--- src/rtl/mem_port_arbiter_pkg.sv ---
// Shared types for the data-memory port arbiter.
//   XLEN          : data/address width of the memory port
//   write_width_t : store width; WW_BYTE is the idle/default value
package mem_port_arbiter_pkg;

    localparam int XLEN = 32;

    typedef enum logic [1:0] {
        WW_BYTE = 2'd0,
        WW_HALF = 2'd1,
        WW_WORD = 2'd2
    } write_width_t;

endpackage

--- src/rtl/mem_port_arbiter.sv ---
// mem_port_arbiter
// Shares the single data-memory port between the pipeline memory stage (core)
// and the program-loader/debug DMA (dma). Core has default priority; a streak
// counter forces a DMA grant after MAX_CORE_STREAK consecutive core grants
// while DMA is waiting. Load data comes back one cycle after the grant and is
// steered to its owner through a registered {owner, is_load} tag.
//
// Optional feature, macro MEM_ARB_DMA_LOCK_EN: adds input dma_lock. A DMA grant
// with dma_lock=1 locks the port for DMA until dma_lock drops.
//
// Ports:
//   clock, reset_n              clock, synchronous active-low reset
//   core_req/addr/w_data/w_width/w_enable   core request fields
//   core_gnt, core_r_valid      core accept, core load data valid on rsp_data
//   dma_req/addr/w_data/w_width/w_enable    DMA request fields
//   dma_lock                    (MEM_ARB_DMA_LOCK_EN only) hold the port for DMA
//   dma_gnt, dma_r_valid        DMA accept, DMA load data valid on rsp_data
//   rsp_data                    load data shared by both requesters
//   mem_addr/w_data/w_width/w_enable        to memory block
//   mem_r_data                  from memory block, one cycle after address
module mem_port_arbiter
    import mem_port_arbiter_pkg::*;
#(
    parameter int unsigned MAX_CORE_STREAK = 4
) (
    input  logic               clock,
    input  logic               reset_n,
    input  logic               core_req,
    input  logic [XLEN-1:0]    core_addr,
    input  logic [XLEN-1:0]    core_w_data,
    input  write_width_t       core_w_width,
    input  logic               core_w_enable,
    output logic               core_gnt,
    output logic               core_r_valid,
    input  logic               dma_req,
    input  logic [XLEN-1:0]    dma_addr,
    input  logic [XLEN-1:0]    dma_w_data,
    input  write_width_t       dma_w_width,
    input  logic               dma_w_enable,
`ifdef MEM_ARB_DMA_LOCK_EN
    input  logic               dma_lock,
`endif
    output logic               dma_gnt,
    output logic               dma_r_valid,
    output logic [XLEN-1:0]    rsp_data,
    output logic [XLEN-1:0]    mem_addr,
    output logic [XLEN-1:0]    mem_w_data,
    output write_width_t       mem_w_width,
    output logic               mem_w_enable,
    input  logic [XLEN-1:0]    mem_r_data
);

    localparam logic [3:0] STREAK_MAX = 4'(MAX_CORE_STREAK);

    logic [3:0] streak_q, streak_d;
    logic       tag_load_q;
    logic       tag_owner_q;   // 1 = DMA owns the outstanding response
    logic       lock_active;
    logic       dma_wins;

`ifdef MEM_ARB_DMA_LOCK_EN
    // state      | meaning
    // ARB_NORMAL | core-priority arbitration with streak bound
    // ARB_LOCKED | DMA holds the port while dma_lock stays high
    typedef enum logic {
        ARB_NORMAL = 1'b0,
        ARB_LOCKED = 1'b1
    } lock_state_t;

    lock_state_t state_q, state_d;

    always_ff @(posedge clock) begin
        if (!reset_n) state_q <= ARB_NORMAL;
        else          state_q <= state_d;
    end

    // Dropping dma_lock releases the lock in the same cycle.
    assign lock_active = (state_q == ARB_LOCKED) && dma_lock;

    always_comb begin
        state_d = state_q;
        case (state_q)
            ARB_NORMAL: if (dma_gnt && dma_lock) state_d = ARB_LOCKED;
            ARB_LOCKED: if (!dma_lock)           state_d = ARB_NORMAL;
            default:                             state_d = ARB_NORMAL;
        endcase
    end
`else
    assign lock_active = 1'b0;
`endif

    assign dma_wins = dma_req && (lock_active || !core_req || (streak_q == STREAK_MAX));
    assign dma_gnt  = reset_n && dma_wins;
    assign core_gnt = reset_n && core_req && !dma_wins && !lock_active;

    always_comb begin
        streak_d = streak_q;
        if (!lock_active) begin
            if (dma_gnt || !dma_req)
                streak_d = 4'd0;
            else if (core_gnt && (streak_q != STREAK_MAX))
                streak_d = streak_q + 4'd1;
        end
    end

    always_ff @(posedge clock) begin
        if (!reset_n) begin
            streak_q    <= 4'd0;
            tag_load_q  <= 1'b0;
            tag_owner_q <= 1'b0;
        end else begin
            streak_q    <= streak_d;
            tag_load_q  <= (core_gnt && !core_w_enable) || (dma_gnt && !dma_w_enable);
            tag_owner_q <= dma_gnt;
        end
    end

    // Gating with reset_n drops a response that was pending when reset asserted.
    assign core_r_valid = reset_n && tag_load_q && !tag_owner_q;
    assign dma_r_valid  = reset_n && tag_load_q &&  tag_owner_q;
    assign rsp_data     = (core_r_valid || dma_r_valid) ? mem_r_data : '0;

    always_comb begin
        mem_addr     = '0;
        mem_w_data   = '0;
        mem_w_width  = WW_BYTE;
        mem_w_enable = 1'b0;
        if (core_gnt) begin
            mem_addr     = core_addr;
            mem_w_data   = core_w_data;
            mem_w_width  = core_w_width;
            mem_w_enable = core_w_enable;
        end else if (dma_gnt) begin
            mem_addr     = dma_addr;
            mem_w_data   = dma_w_data;
            mem_w_width  = dma_w_width;
            mem_w_enable = dma_w_enable;
        end
    end

endmodule

--- config.mk ---
export PLATFORM = sky130hd
export DESIGN_NAME = mem_port_arbiter
export DESIGN_NICKNAME = d
export VERILOG_FILES = /design/src/rtl/mem_port_arbiter_pkg.sv /design/src/rtl/mem_port_arbiter.sv
export SDC_FILE = /design/constraint.sdc
export NUM_CORES = 1
export LEC_CHECK = 0
export CORE_AREA = 4 4 102 104
export CTS_CLUSTER_SIZE = 24
export DETAILED_ROUTE_END_ITERATION = 16
export DIE_AREA = 0 0 106 108
export MAX_ROUTING_LAYER = met4
export PLACE_DENSITY = 0.64
export SYNTH_ARGS = -nofsm -noshare
export SYNTH_HDL_FRONTEND = slang
export SYNTH_SLANG_ARGS = --single-unit
--- constraint.sdc ---
create_clock -name clock -period 1.8 [get_ports clock]
set_input_delay 0.36 -clock clock [delete_from_list [all_inputs] [get_ports clock]]
set_output_delay 0.36 -clock clock [all_outputs]
set_load 0.01 [all_outputs]
# --- Word level (Yosys, flattened, before mapping) ---
# Cells that the tools add are included.
word_totals:
  out_inout_bits: 103
  memories: 0
  elab_cells: 37
  mem_bits_rw: 0
  input_bits: 170
  romBits: 0
  regBits: 6
  latch_bits: 0
op_classes:
  bitwise_logic: 1
  div_mod_pow: 0
  reduce_logical: 21
  shift: 0
  order_cmp: 0
  n_eq_ne: 2
  mul: 0
  add_sub_neg: 1
  muxes: 9
op_table:
  columns: ["cell", "n"]
  rows:
  - ["2-to-1 mux 32 bit", 5]
  - ["logical AND 1 bit", 10]
  - ["logical NOT 1 bit", 6]
  - ["adder 4 x 1 -> 4 bit (second input constant)", 1]
  - ["== test 4 x 3 -> 1 bit (second input constant)", 1]
  - ["logical OR 1 bit", 4]
  - ["2-to-1 mux 2 bit", 2]
  - ["!= test 4 x 3 -> 1 bit (second input constant)", 1]
  - ["2-to-1 mux 1 bit", 2]
  - ["OR reduction 2 bit", 1]
  - ["NOT 1 bit", 1]

# --- Longest topological paths before layout ---
# Gate-level depths: netlist of run 1.
depth:
  ltp_word: 7
  ltp_mapped: 7

# --- Worst setup path after synthesis of run 1 ---
# Ideal clock, no wire load.
synth_path:
  kind: "flip-flop to output port"
  startpoint: "reg streak_q[0]"
  endpoint: "out mem_addr[10]"
  path_stages_with_launch: 8
  arrival_time_ps: 1394
  t_required_ps: 1440
  slack_ps: 46
  n_path_buf: 2
  path_cell_list: "dfxtp_1 -> inv_1 -> ha_1 -> nand3b_1 -> a21oi_2 -> buf_4 -> buf_4 -> a22o_1"
synth_via:
  elab_chain_cells: 6
synth_lines:
  columns: ["item", "line", "text"]
  rows:
  - ["start: declaration", "mem_port_arbiter.sv:55", "logic [3:0] streak_q, streak_d;"]
  - ["start signal: assignment", "mem_port_arbiter.sv:112", "streak_q <= streak_d;"]
  - ["== test 4 x 3 -> 1 bit *", "mem_port_arbiter.sv:92", "assign dma_wins = dma_req && (lock_active || !core_req || (streak_q == STREAK_MAX));"]
  - ["logical OR 1 bit *", "mem_port_arbiter.sv:92", null]
  - ["logical AND 1 bit *", "mem_port_arbiter.sv:92", null]
  - ["logical AND 1 bit or logical NOT 1 bit (tied branches)", "mem_port_arbiter.sv:93, mem_port_arbiter.sv:94", null]
  - ["2-to-1 mux 32 bit or logical AND 1 bit (tied branches)", "mem_port_arbiter.sv:133, mem_port_arbiter.sv:94", null]
  - ["2-to-1 mux 32 bit *", "mem_port_arbiter.sv:128", "if (core_gnt) begin"]
  - ["end: declaration", "mem_port_arbiter.sv:46", "output logic [XLEN-1:0] mem_addr,"]
# Every way passes the cells marked *; elsewhere a longest branch is shown, timed or not.

# --- Worst setup path in the final report of run 1 ---
layout_path:
  startpoint: "reg streak_q[1]"
  endpoint: "out mem_w_data[17]"
layout_via:
  elab_chain_cells: 6
layout_lines:
  columns: ["item", "line", "text"]
  rows:
  - ["== test 4 x 3 -> 1 bit *", "mem_port_arbiter.sv:92", null]
  - ["logical OR 1 bit *", "mem_port_arbiter.sv:92", null]
  - ["logical AND 1 bit *", "mem_port_arbiter.sv:92", null]
  - ["logical AND 1 bit or logical NOT 1 bit (tied branches)", "mem_port_arbiter.sv:93, mem_port_arbiter.sv:94", null]
  - ["2-to-1 mux 32 bit or logical AND 1 bit (tied branches)", "mem_port_arbiter.sv:133, mem_port_arbiter.sv:94", null]
  - ["2-to-1 mux 32 bit *", "mem_port_arbiter.sv:128", null]
  - ["end: declaration", "mem_port_arbiter.sv:47", "output logic [XLEN-1:0] mem_w_data,"]
# Marks and branches as above.

==> summary.txt, run 1 <==
Iter 0 DRT Violations -> 67
Unique masters post-synth -> 20
CP startpoint kind -> flop
I/O pin cnt -> 273
Top-area cell type share of the netlist area -> 50.21%
Initial Util -> 12.42%
Clk pin slew, worst setup/hold paths -> 40 ps
Clock Skews -> 0.4001 ps
Fraction of registers with async set or reset after synthesis -> 0%
1st-pass router iterations -> 4
Critical path fanouts, max -> 10
Detailed Place HPWL -> 7388 µm
VDD IR-drop max -> 0.1571 mV
Chip width -> 106 µm
GPL Wtd Cong -> 0.7796
CP max-delay cell -> dfxtp_2
Synth area leader -> a22o_1
Hold_ws -> 506.5 ps
Vias in the first global route -> 2602
Crit-path most repeated cell -> buf_12
CTS Hold Bufs -> 0
Clock buffer depth -> 2
FP Rows -> 36
CP Class -> reg -> out
Synth cell count leaders -> 68 x a22o_1, 33 x and3_1, 11 x buf_2
Worst-Margin Slew -> 190.4 ps
Sink Count -> 6
Fin worst setup slack -> -275.2 ps
Proportion of layout cells with a drive suffix above 1 -> 25.91%
Pin count of the biggest net entering global routing -> 35
Slew Limit Fails -> 0
Syn. warnings -> 0
Util after Layout -> 44.58%
Top-count cell post-synth -> a22o_1
Max Cap Violations -> 0
Global-route wire length before repair -> 13610 µm
Status -> complete, but fails checks
Yosys reg bits -> 6
Crit-path leading delay family -> buffers and inverters
Crit path cell chain -> inv_2, ha_4, nand3b_1, a21oi_4, buf_12, buf_12, a22o_1, buf_2
Setup violators final -> 68
Post-Route WL -> 9705 µm
Pwr Density -> 284.6 nW/µm²
Total track usage -> 15.56%
Core outline area -> 9549 µm²
Mapped Cells -> 153
Syn_area_per_cell -> 7.753 µm²
Vias per cell -> 4.326
Worst setup EP type -> output port
Clock period minus worst slack -> 2075 ps
Main area contributors after synthesis -> a22o_1 50%, and3_1 17%, dfxtp_1 10%, buf_2 4.6%, ha_1 2.1%
Routed Antenna Nets -> 0
Buffer and inverter count on the worst path -> 4
Failing checks -> setup timing
GRT overflow -> 0
Nets -> 614
Slew HR -> 87.26%
Area growth syn-to-layout -> 258.9%
Crit path largest cell delay -> 310 ps
Final period util -> 115.3%
Total number of vias -> 2479
Die area -> 11450 µm²
Initial antenna violation count -> 0
CTS tree -> built
CP arrival -> 1720 ps
# H-tree levels -> 1
IO buf count -> 272
Cell Area, Synth -> 1186 µm²
Required @ worst endpoint -> 1440 ps
Leak -> 2.134 nW
RSZ-0062 raised after global routing -> yes
Sequential area share after synthesis -> 10.13%
Final hold vios -> 0
N_diodes -> 0
Avg WL per Cell -> 16.94 µm
Final Power -> 1.212 mW
Primary FF master, synth -> dfxtp_1
EDFF count, synth -> 0
CTS root buffer -> clkbuf_8
Peak Freq -> 481.9 MHz
Total CTS buffers -> 3
Post-synthesis net count -> 325
Clock Latency Late Sink -> 220 ps
Hold Crit Class -> reg -> reg
Post-route DRC -> 0
Die H -> 108 µm
==> cells by family (layout without fill, tap and decap cells) <==
family / count (synthesis) / in the layout / share of synthesized area [%]
AO/OA/AOI/OAI: 71 / 71 / 52.74
XOR/XNOR: 1 / 1 / 0.7385
adder cells (fa/ha/maj): 2 / 2 / 2.109
buffers and inverters: 27 / 314 / 11.29
flip-flops: 6 / 6 / 10.13
multiplexers: 1 / 1 / 0.8439
AND/OR/NAND/NOR: 45 / 45 / 22.15
==> registers in the layout (all words and copies together) (netlist names) <==
signal / count
tag_owner_q: 1
tag_load_q: 1
streak_q: 4
==> path summary, 6_finish.rpt <==
| check | from | endpoint | slack [ps] | cells after the start |
|---|---|---|---|---|
| worst max register to register | streak_q[1] | tag_load_q | 430 | 7 |
| worst min register to register | streak_q[0] | streak_q[0] | 510 | 2 |
| worst max-delay path | streak_q[1] | mem_w_data[17] | -280 | 8 |
| worst min-delay path | streak_q[0] | streak_q[0] | 510 | 2 |
==> cell type report <==
cell class | instances | area [µm²]
sequential | 6 | 122.6
tap | 133 | 166.4
clock buffer | 3 | 41.29
inverter | 6 | 22.52
timing repair buffer | 305 | 2938
multi-input combinational | 120 | 965.9
fill | 981 | 5293
==> layer usage <==
| layer | GRT usage (%) | vias to the layer above | part of all wire (%) |
|---|---|---|---|
| met2 | 29.33 | 153 | 52 |
| met3 | 3.284 | 8 | 8.3 |
| li1 | - | 1193 | - |
| met4 | 4.810 | 0 | 1.4 |
| met5 | - | - | 0 |
| met1 | 16.26 | 1125 | 38 |
==> per-stage QoR <==
step	setup slack [ps]	instance area (µm²)	cells	setup TNS [ps]
floorplan	45.83	1186	153	0
global placement	-792.3	4145	552	-66480
detailed placement	-842.2	4145	552	-68010
CTS	-286.2	4184	570	-15180
global route	-371.0	4257	573	-22990
finish	-275.2	4257	573	-14820
==> worst reg2reg max path, cell delays in order (launching register included) <==
cell,delay [ps]
dfxtp_2,310
inv_2,60
ha_4,150
a41oi_4,100
buf_12,160
buf_12,120
buf_16,130
a22o_1,220
==> power by group <==
group          internal (mW)  total [mW]  switching [mW]
Sequential             0.137       0.140         0.00213
Clock                  0.143       0.198          0.0542
Combinational          0.585       0.874           0.289
==> what timing repair did <==
item,in CTS,in global routing
pin swaps,12,1
gates resized for setup,341,3
setup endpoints to repair,103,69
gates cloned,9,2
setup buffers,6,1
==> cells in the final DEF, fill, tap and decap left out, types with 2 or more instances in the layout <==
master | synthesis | layout
dfxtp_2 | 0 | 2
buf_4 | 3 | 10
buf_12 | 0 | 7
a22o_1 | 68 | 68
buf_16 | 0 | 9
nor2_1 | 5 | 5
dlygate4sd2_1 | 0 | 36
nand2_1 | 3 | 2
dfxtp_1 | 6 | 4
and3_1 | 33 | 33
buf_6 | 1 | 9
clkbuf_8 | 0 | 3
clkbuf_16 | 0 | 2
buf_2 | 11 | 64
clkdlybuf4s50_1 | 0 | 166
inv_1 | 6 | 4
inv_2 | 0 | 2
Power figures use the tool's default switching activity.
==> inputs of run 2 (changes only) <==
CORE_AREA = 2 2 106 108   (was 4 4 102 104)
DIE_AREA = 0 0 108 110   (was 0 0 106 108)
PLACE_DENSITY = 0.55   (was 0.64)
==> run 2 against run 1 <==
Compared with the run above:
- the run still ends with setup timing left
- final area is 2.9% higher
- combinational power rose by 2%
- highest routed layer unchanged
- largest power group unchanged
- final cell count is 1.6% higher
- via count increased by 1.6%
- global-route usage shrank 0.77 points
- register-to-register slack got worse by 320 ps
- clock skew about the same
- clock power is 2% higher
- sequential power barely moved
==> summary.txt, run 2 (synthesized netlist as in run 1, its figures left out) <==
Vias per cell -> 4.328
Count of non-filler cells in the finished layout -> 582
Total CTS buffers -> 3
Sequential power share -> 11.3%
Chip width -> 108 µm
Total number of vias -> 2519
Initial Util -> 11.09%
Number of instances in the placed design -> 557
CTS tree -> built
FF+latch area -> 122.6 µm²
Initial antenna violation count -> 1
Pin count of the biggest net entering global routing -> 35
Avg WL per Cell -> 16.42 µm
Biggest regs -> streak_q x4, tag_load_q x1, tag_owner_q x1
Critical path fanouts, max -> 16
CP arrival -> 1730 ps
Clock Skews -> 0.6162 ps
Proportion of layout cells with a drive suffix above 1 -> 26.08%
CTS root buffer -> clkbuf_8
Clock period minus worst slack -> 2089 ps
Core outline area -> 10700 µm²
Peak Freq -> 478.8 MHz
Sw frac -> 28.43%
R2R Path Start -> streak_q[1]
R2r endpoint -> tag_load_q
Die area -> 11880 µm²
Iter 0 DRT Violations -> 66
Required @ worst endpoint -> 1440 ps
Internal power -> 883.4 µW
Clk pin slew, worst setup/hold paths -> 30 ps
Worst setup EP type -> output port
Most common library cell in the layout ignoring fill and taps -> clkdlybuf4s50_1
Leak -> 2.127 nW
Failing checks -> setup timing
IO buf count -> 272
Area growth syn-to-layout -> 269.3%
1st-pass router iterations -> 4
Most frequent cells in the layout -> 166 x clkdlybuf4s50_1, 68 x a22o_1, 43 x buf_2, 36 x dlygate4sd2_1, 33 x and3_1
GRT overflow -> 0
Area of the multi-input gates -> 965.9 µm²
Max Cap Violations -> 0
Routed Antenna Nets -> 0
Status -> complete, but fails checks
Clock Latency Late Sink -> 220 ps
Sink Count -> 6
Final Power -> 1.234 mW
FP Rows -> 38
Worst-Margin Slew -> 190.6 ps
RSZ-0062 raised after global routing -> yes
Global-route wire length before repair -> 13300 µm
I/O pin cnt -> 273
Worst R2R Path Depth -> 10
Final hold vios -> 0
Worst R2R Setup Slack -> 110 ps
Clock buffer depth -> 2
Total track usage -> 14.79%
Crit path from -> streak_q[1]
VDD IR-drop max -> 0.1355 mV
Detailed Place HPWL -> 7248 µm
Slew HR -> 87.25%
Post-route DRC -> 0
Setup violators final -> 69
Sw power -> 350.8 µW
Clock share of power -> 16.4%
CP startpoint kind -> flop
Final period util -> 116.0%
Max FFs per register -> 4
Most flops, register -> streak_q
Fin worst setup slack -> -288.8 ps
Util after Layout -> 40.95%
FILL cells -> 1107
Pwr Density -> 281.8 nW/µm²
Post-Route WL -> 9557 µm
Hold Crit Class -> reg -> reg
Die H -> 110 µm
Crit path to -> mem_addr[3]
Slew Limit Fails -> 0
CP Class -> reg -> out
Combinational power share -> 72.3%
Nets -> 615
Vias in the first global route -> 2457
GPL Wtd Cong -> 0.7749
# H-tree levels -> 1
run 2: cell types whose count changed in the layout (fill, tap and decap cells not counted), sizes merged:
| cell | delta |
|---|---|
| bufbuf | +1 |
| clkbuf | -1 |
| diode | +1 |
| buf | -14 |
| clkdlybuf4s15 | +15 |
run 2: what timing repair did:
action / in CTS / in global routing
pin swaps: 5 / 1
cloned: 8 / 1
hold buffers: 0 / 0
endpoints found under the hold margin: 0 / 0
resized for setup: 327 / 8
endpoints found under the setup margin: 103 / 69
buffers inserted: 10 / 3
run 2: area by class of cell:
| cell class | count | area share [%] |
|---|---|---|
| sequential | 6 | 2.799 |
| timing repair buffer | 306 | 69.64 |
| multi-input combinational | 120 | 22.05 |
| antenna | 1 | 0.05713 |
| tap | 140 | 3.999 |
| inverter | 6 | 0.5141 |
| clock buffer | 3 | 0.9426 |
run 2: worst min-delay path by stage:
stage | start | to | slack, ps | depth (start not counted)
2_1_floorplan | streak_q[0] | streak_q[0] | 430 | 1
3_3_place_gp | streak_q[0] | streak_q[0] | 510 | 2
3_5_place_dp | streak_q[0] | streak_q[0] | 510 | 2
4_1_cts | streak_q[0] | streak_q[0] | 510 | 2
5_1_grt | streak_q[0] | streak_q[0] | 520 | 2
6_report | streak_q[0] | streak_q[0] | 510 | 2
run 2: metrics by stage:
stage          setup WS [ps]  hold WS, ps  cell area (µm²)  setup TNS, ps
3_3_place_gp          -840.5        505.3             4151         -69030
4_1_cts               -302.0        510.6             4347         -17300
2_1_floorplan          45.83        429.7             1186              0
6_report              -288.8        507.8             4380         -16620
5_1_grt               -379.8        517.1             4380         -22130
3_5_place_dp          -859.3        509.8             4151         -70120
run 2: layer usage:
metal | GRT usage, % | wire, µm
met4 | 1.923 | 50
met1 | 15.71 | 3585
met5 | - | 0
met2 | 28.26 | 5011
met3 | 3.880 | 909
run 2: power by group through the flow:
stage | sequential [mW] | combinational (mW) | clock, mW
floorplan | 0.142 | 0.231 | 0
global placement | 0.141 | 0.866 | 0
detailed placement | 0.141 | 0.873 | 0
CTS | 0.140 | 0.893 | 0.210
global route | 0.140 | 0.944 | 0.218
finish | 0.140 | 0.893 | 0.202
run 2: worst max-delay path: stages (launching register included):
cell	delay [ps]
dfxtp_2	310
inv_2	60
ha_4	150
nand3b_1	140
a21oi_4	190
buf_4	140
buf_12	140
a22o_1	140
clkdlybuf4s15_2	230
==> RTL change 1 (flow settings as in run 1) <==
Build with the macro `MEM_ARB_DMA_LOCK_EN` defined.
--- a/src/rtl/mem_port_arbiter.sv
+++ b/src/rtl/mem_port_arbiter.sv
@@ -19,4 +19,6 @@
 //   mem_addr/w_data/w_width/w_enable        to memory block
 //   mem_r_data                  from memory block, one cycle after address
+`define MEM_ARB_DMA_LOCK_EN
+
 module mem_port_arbiter
     import mem_port_arbiter_pkg::*;
Ports: changed (added dma_lock); port bits go from 273 to 274. The function was not compared with the original's and may differ.
==> RTL change 1 against run 1 <==
The run still ends with negative setup slack left; first-iteration DRC count rose by 72%; setup slack got worse by 0.090 ns; critical path type unchanged; sequential cell count rose by 1; power rose by 18%; wire length rose by 30%; largest cell class unchanged; area after synthesis rose by 11%; highest routed layer unchanged; design area rose by 10%; maximum frequency fell by 4.2%; clock skew rose by 0.00081 ns; critical path depth did not move; die area did not move.
==> RTL change 1: results (changes against run 1) <==
metric;value;unit;change
status;complete, but fails checks;;unchanged
failing checks;negative setup slack;;unchanged
largest net degree at the start of global routing;35;;unchanged
Worst R2R Path Depth;7;;unchanged
r2r endpoint;tag_load_q;;unchanged
Largest Register;streak_q;;unchanged
Post-synth top flop;dfxtp_1;;unchanged
Fillers;959;;was 981
met2 wire length;6.032;mm;was 5.049 mm
Critical Path AT;1.81;ns;was 1.72 ns
worst reg2reg path startpoint;streak_q[0];;was streak_q[1]
Final HPWL DP;9.489;mm;was 7.388 mm
setup slack after layout;-0.3654;ns;was -0.2752 ns
Worst Min Path Start;streak_q[3];;was streak_q[0]
Root Driver;clkbuf_8;;unchanged
DR top layer;met4;;unchanged
P_leak;2.307;nW;was 2.134 nW
Post-Synth XOR/XNOR Area;0;%;was 0.7384%
DR vias;2721;;was 2,479
dominant cells by area after synthesis;a22o_1 (45%), and3_1 (16%), dfxtp_1 (11%);;was a22o_1 (50%), and3_1 (17%), dfxtp_1 (10%)
flip-flop count of the largest register after layout;4;;unchanged
Peak supply drop;0.1591;mV;was 0.1571 mV
1st-iter DRT viols;115;;was 67
Synth Area in Adders;1.898;%;was 2.110%
Yosys cell types;25;;was 20
Post-Syn Nets;338;;was 325
hold depth;2;;unchanged
Reg2Reg Setup Slack;0.26;ns;was 0.43 ns
post-synthesis mux area share;0;%;was 0.8439%
Final #Nets;639;;was 614
synth cell count leaders;a22o_1 (68), and3_1 (33), buf_2 (12), dfxtp_1 (7);;was a22o_1 (68), and3_1 (33), buf_2 (11)
Hold WS;0.5394;ns;was 0.5065 ns
sink of the worst hold path;streak_q[3];;was streak_q[0]
Met1 Wirelength;5.192;mm;was 3.715 mm
total track usage;20.36;%;was 15.56%
clk_skew;0.001208;ns;was 0.0004001 ns
final setup vio count;69;;was 68
share of cells above drive strength 1;27.74;%;was 25.91%
# port buffers;273;;was 272
Min-Delay Path Class;register to register;;unchanged
mean routed wirelength per cell;20.99;um;was 16.94 um
vias in the first global route;2968;;was 2,602
Worst Max-Slew Pin Slew;0.2478;ns;was 0.1904 ns
Max Root-Sink Buffers;2;;unchanged
gpl congestion;0.9036;;was 0.7796
register area share after synthesis;10.63;%;was 10.13%
initial antenna violation count;1;;was 0
Int Pwr;994.5;uW;was 866.2 uW
Worst-path clk slew;0.04;ns;about the same
cts bufs inserted;3;;unchanged
crit-path max FO;6;;was 10
wire length on met3;1.181;mm;was 807 um
Clock Latency Late Sink;0.23;ns;
first-pass GRT wire length;17.39;mm;was 13.61 mm
asr flop ratio synth;0;%;unchanged
compound-cell area share of the yosys netlist;52.94;%;was 52.74%
RTL change 1: cell types whose count changed after synthesis, sizes merged, moves of 2 or more:
cell | run 1 | this run
nor2 | 5 | 1
nand4 | 1 | 4
o211a | 0 | 2
a211oi | 0 | 2
nand3 | 1 | 4
a31oi | 0 | 2
RTL change 1: worst max path at each step:
stage,from,endpoint,slack (ns),cells past startpoint
2_1_floorplan,streak_q[1],mem_addr[10],-0.03,8
3_3_place_gp,core_req,mem_addr[8],-0.91,6
3_5_place_dp,core_req,mem_w_enable,-0.94,6
4_1_cts,streak_q[0],mem_w_enable,-0.39,8
5_1_grt,streak_q[0],mem_w_data[25],-0.42,9
6_report,streak_q[0],mem_addr[4],-0.37,8
RTL change 1: power groups by stage:
stage | combinational, mW | clock [mW] | sequential (mW)
2_1_floorplan | 0.258 | 0 | 0.168
3_3_place_gp | 0.940 | 0 | 0.166
3_5_place_dp | 0.943 | 0 | 0.167
4_1_cts | 1.01 | 0.228 | 0.164
5_1_grt | 1.10 | 0.241 | 0.164
6_report | 1.04 | 0.227 | 0.164
RTL change 1: per-stage QoR:
| stage | utilization (%) | TNS [ns] | worst slack (ns) | instances | cell area, um2 |
|---|---|---|---|---|---|
| 4_1_cts | 47.69 | -24.79 | -0.3933 | 592 | 4554 |
| 3_5_place_dp | 45.11 | -76.00 | -0.9395 | 567 | 4308 |
| 3_3_place_gp | 45.11 | -74.41 | -0.9091 | 567 | 4308 |
| 2_1_floorplan | - | -0.2868 | -0.02868 | 165 | 1340 |
| 6_report | 49.25 | -22.79 | -0.3654 | 599 | 4703 |
| 5_1_grt | 49.25 | -27.05 | -0.4206 | 599 | 4703 |
RTL change 1: timing repair:
action / in CTS / in global routing
cloned: 11 / 3
gates resized for setup: 353 / 10
hold endpoints to repair: 0 / 0
hold buffers: 0 / 0
pin swaps: 19 / 22
endpoints found under the setup margin: 103 / 69
setup buffers: 10 / 3
RTL change 1: worst max-delay path, cell delays in order (launching register included):
cell	delay, ns
dfxtp_2	0.32
inv_2	0.07
ha_4	0.14
nand3b_4	0.10
o211a_4	0.27
buf_12	0.16
clkbuf_16	0.15
a22o_1	0.22
buf_2	0.14
RTL change 1: logic make-up after synthesis:
kind of cell / after synthesis
fa+ha+maj: 2
buf+inv: 28
simple gates: 49
flops: 7
compound gates: 79
RTL change 1: routing by layer:
| metal | vias to the layer above | GRT usage [%] |
|---|---|---|
| met5 | - | - |
| met4 | 0 | 3.515 |
| met3 | 14 | 5.791 |
| met2 | 179 | 34.93 |
| met1 | 1244 | 24.19 |
| li1 | 1284 | - |
RTL change 1: cell type report:
cell class / instances / area share (%)
sequential: 7 / 3.033
tap: 133 / 3.538
timing repair buffer: 318 / 69.30
multi-input combinational: 130 / 22.64
inverter: 6 / 0.4789
clock buffer: 4 / 0.9577
antenna: 1 / 0.05321
==> RTL change 2 (config.mk and constraints of run 1) <==
Made on the original files. `XLEN`: 32 -> 16.
--- a/src/rtl/mem_port_arbiter_pkg.sv
+++ b/src/rtl/mem_port_arbiter_pkg.sv
@@ -4,5 +4,5 @@
 package mem_port_arbiter_pkg;
 
-    localparam int XLEN = 32;
+    localparam int XLEN = 16;
 
     typedef enum logic [1:0] {
Interface: changed (8 resized); port bits go from 273 to 145. No check against the original RTL was run, so the function may have changed too.
==> RTL change 2 against run 1 <==
The run still ends with negative setup slack left; combinational power shrank 37%; setup slack improved by 0.026 ns; power down 26%; sequential share of layout area increased by 1.4 points; design area shrank 33%; critical path depth unchanged; cell count down 31%; sequential cell count is the same; synthesized cell count shrank 39%; area after synthesis fell by 31%; wire length decreased by 42%; critical path type unchanged; critical endpoint is now mem_addr[15]; largest cell class unchanged.
==> RTL change 2: results (changes against run 1) <==
metric;value;unit;change
Met1 Wirelength;2.116;mm;was 3.715 mm
met2 wire length;2.980;mm;was 5.049 mm
share of cells above drive strength 1;36.74;%;was 25.91%
failing checks;negative setup slack;;unchanged
total track usage;9.279;%;was 15.56%
dominant cells by area after synthesis;a22o_1 (23%), a22o_2 (17%), dfxtp_1 (15%);;was a22o_1 (50%), and3_1 (17%), dfxtp_1 (10%)
P_leak;1.378;nW;was 2.134 nW
first-pass GRT wire length;7.810;mm;was 13.61 mm
M3 GR Usage;1.433;%;was 3.284%
Yosys cell types;19;;was 20
setup slack after layout;-0.2497;ns;was -0.2752 ns
Peak supply drop;0.1450;mV;was 0.1571 mV
status;complete, but fails checks;;unchanged
post-CTS sizing;212;;was 341
Hold WS;0.5222;ns;was 0.5065 ns
wire length on met3;477;um;was 807 um
final setup vio count;35;;was 68
clk_skew;0.003309;ns;was 0.0004001 ns
worst reg2reg path startpoint;streak_q[0];;was streak_q[1]
GR Layer Usage met2;16.85;%;was 29.33%
crit-path max FO;5;;was 10
Final HPWL DP;3.930;mm;was 7.388 mm
vias in the first global route;1554;;was 2,602
largest net degree at the start of global routing;19;;was 35
setup_tns;-7.796;ns;was -14.82 ns
-- RTL change 2: changes by cell type after synthesis, moves of 5 or more --
cell	change
a22o_2	+14
buf_2	-11
and3_1	-16
buf_6	+5
a22o_1	-46
-- RTL change 2: kinds of logic after synthesis --
kind of cell,count (synthesis)
compound gates,39
xor+xnor,1
fa+ha+maj,2
buf+inv,15
flops,6
mux,1
simple gates,29
-- RTL change 2: area by class of cell --
| type | instances | area [um2] |
|---|---|---|
| multi-input cells | 72 | 698.2 |
| clock buffers | 3 | 41.29 |
| inverters | 6 | 22.52 |
| repair buffers | 177 | 1797 |
| well taps | 133 | 166.4 |
| fillers | 1035 | 6701 |
| flip-flops and latches | 6 | 122.6 |
-- RTL change 2: power by group through the flow --
stage	Sequential (mW)	Clock [mW]	Combinational, mW
CTS	0.140	0.212	0.546
finish	0.140	0.210	0.549
global placement	0.141	0	0.474
floorplan	0.142	0	0.138
global route	0.140	0.219	0.584
detailed placement	0.141	0	0.478
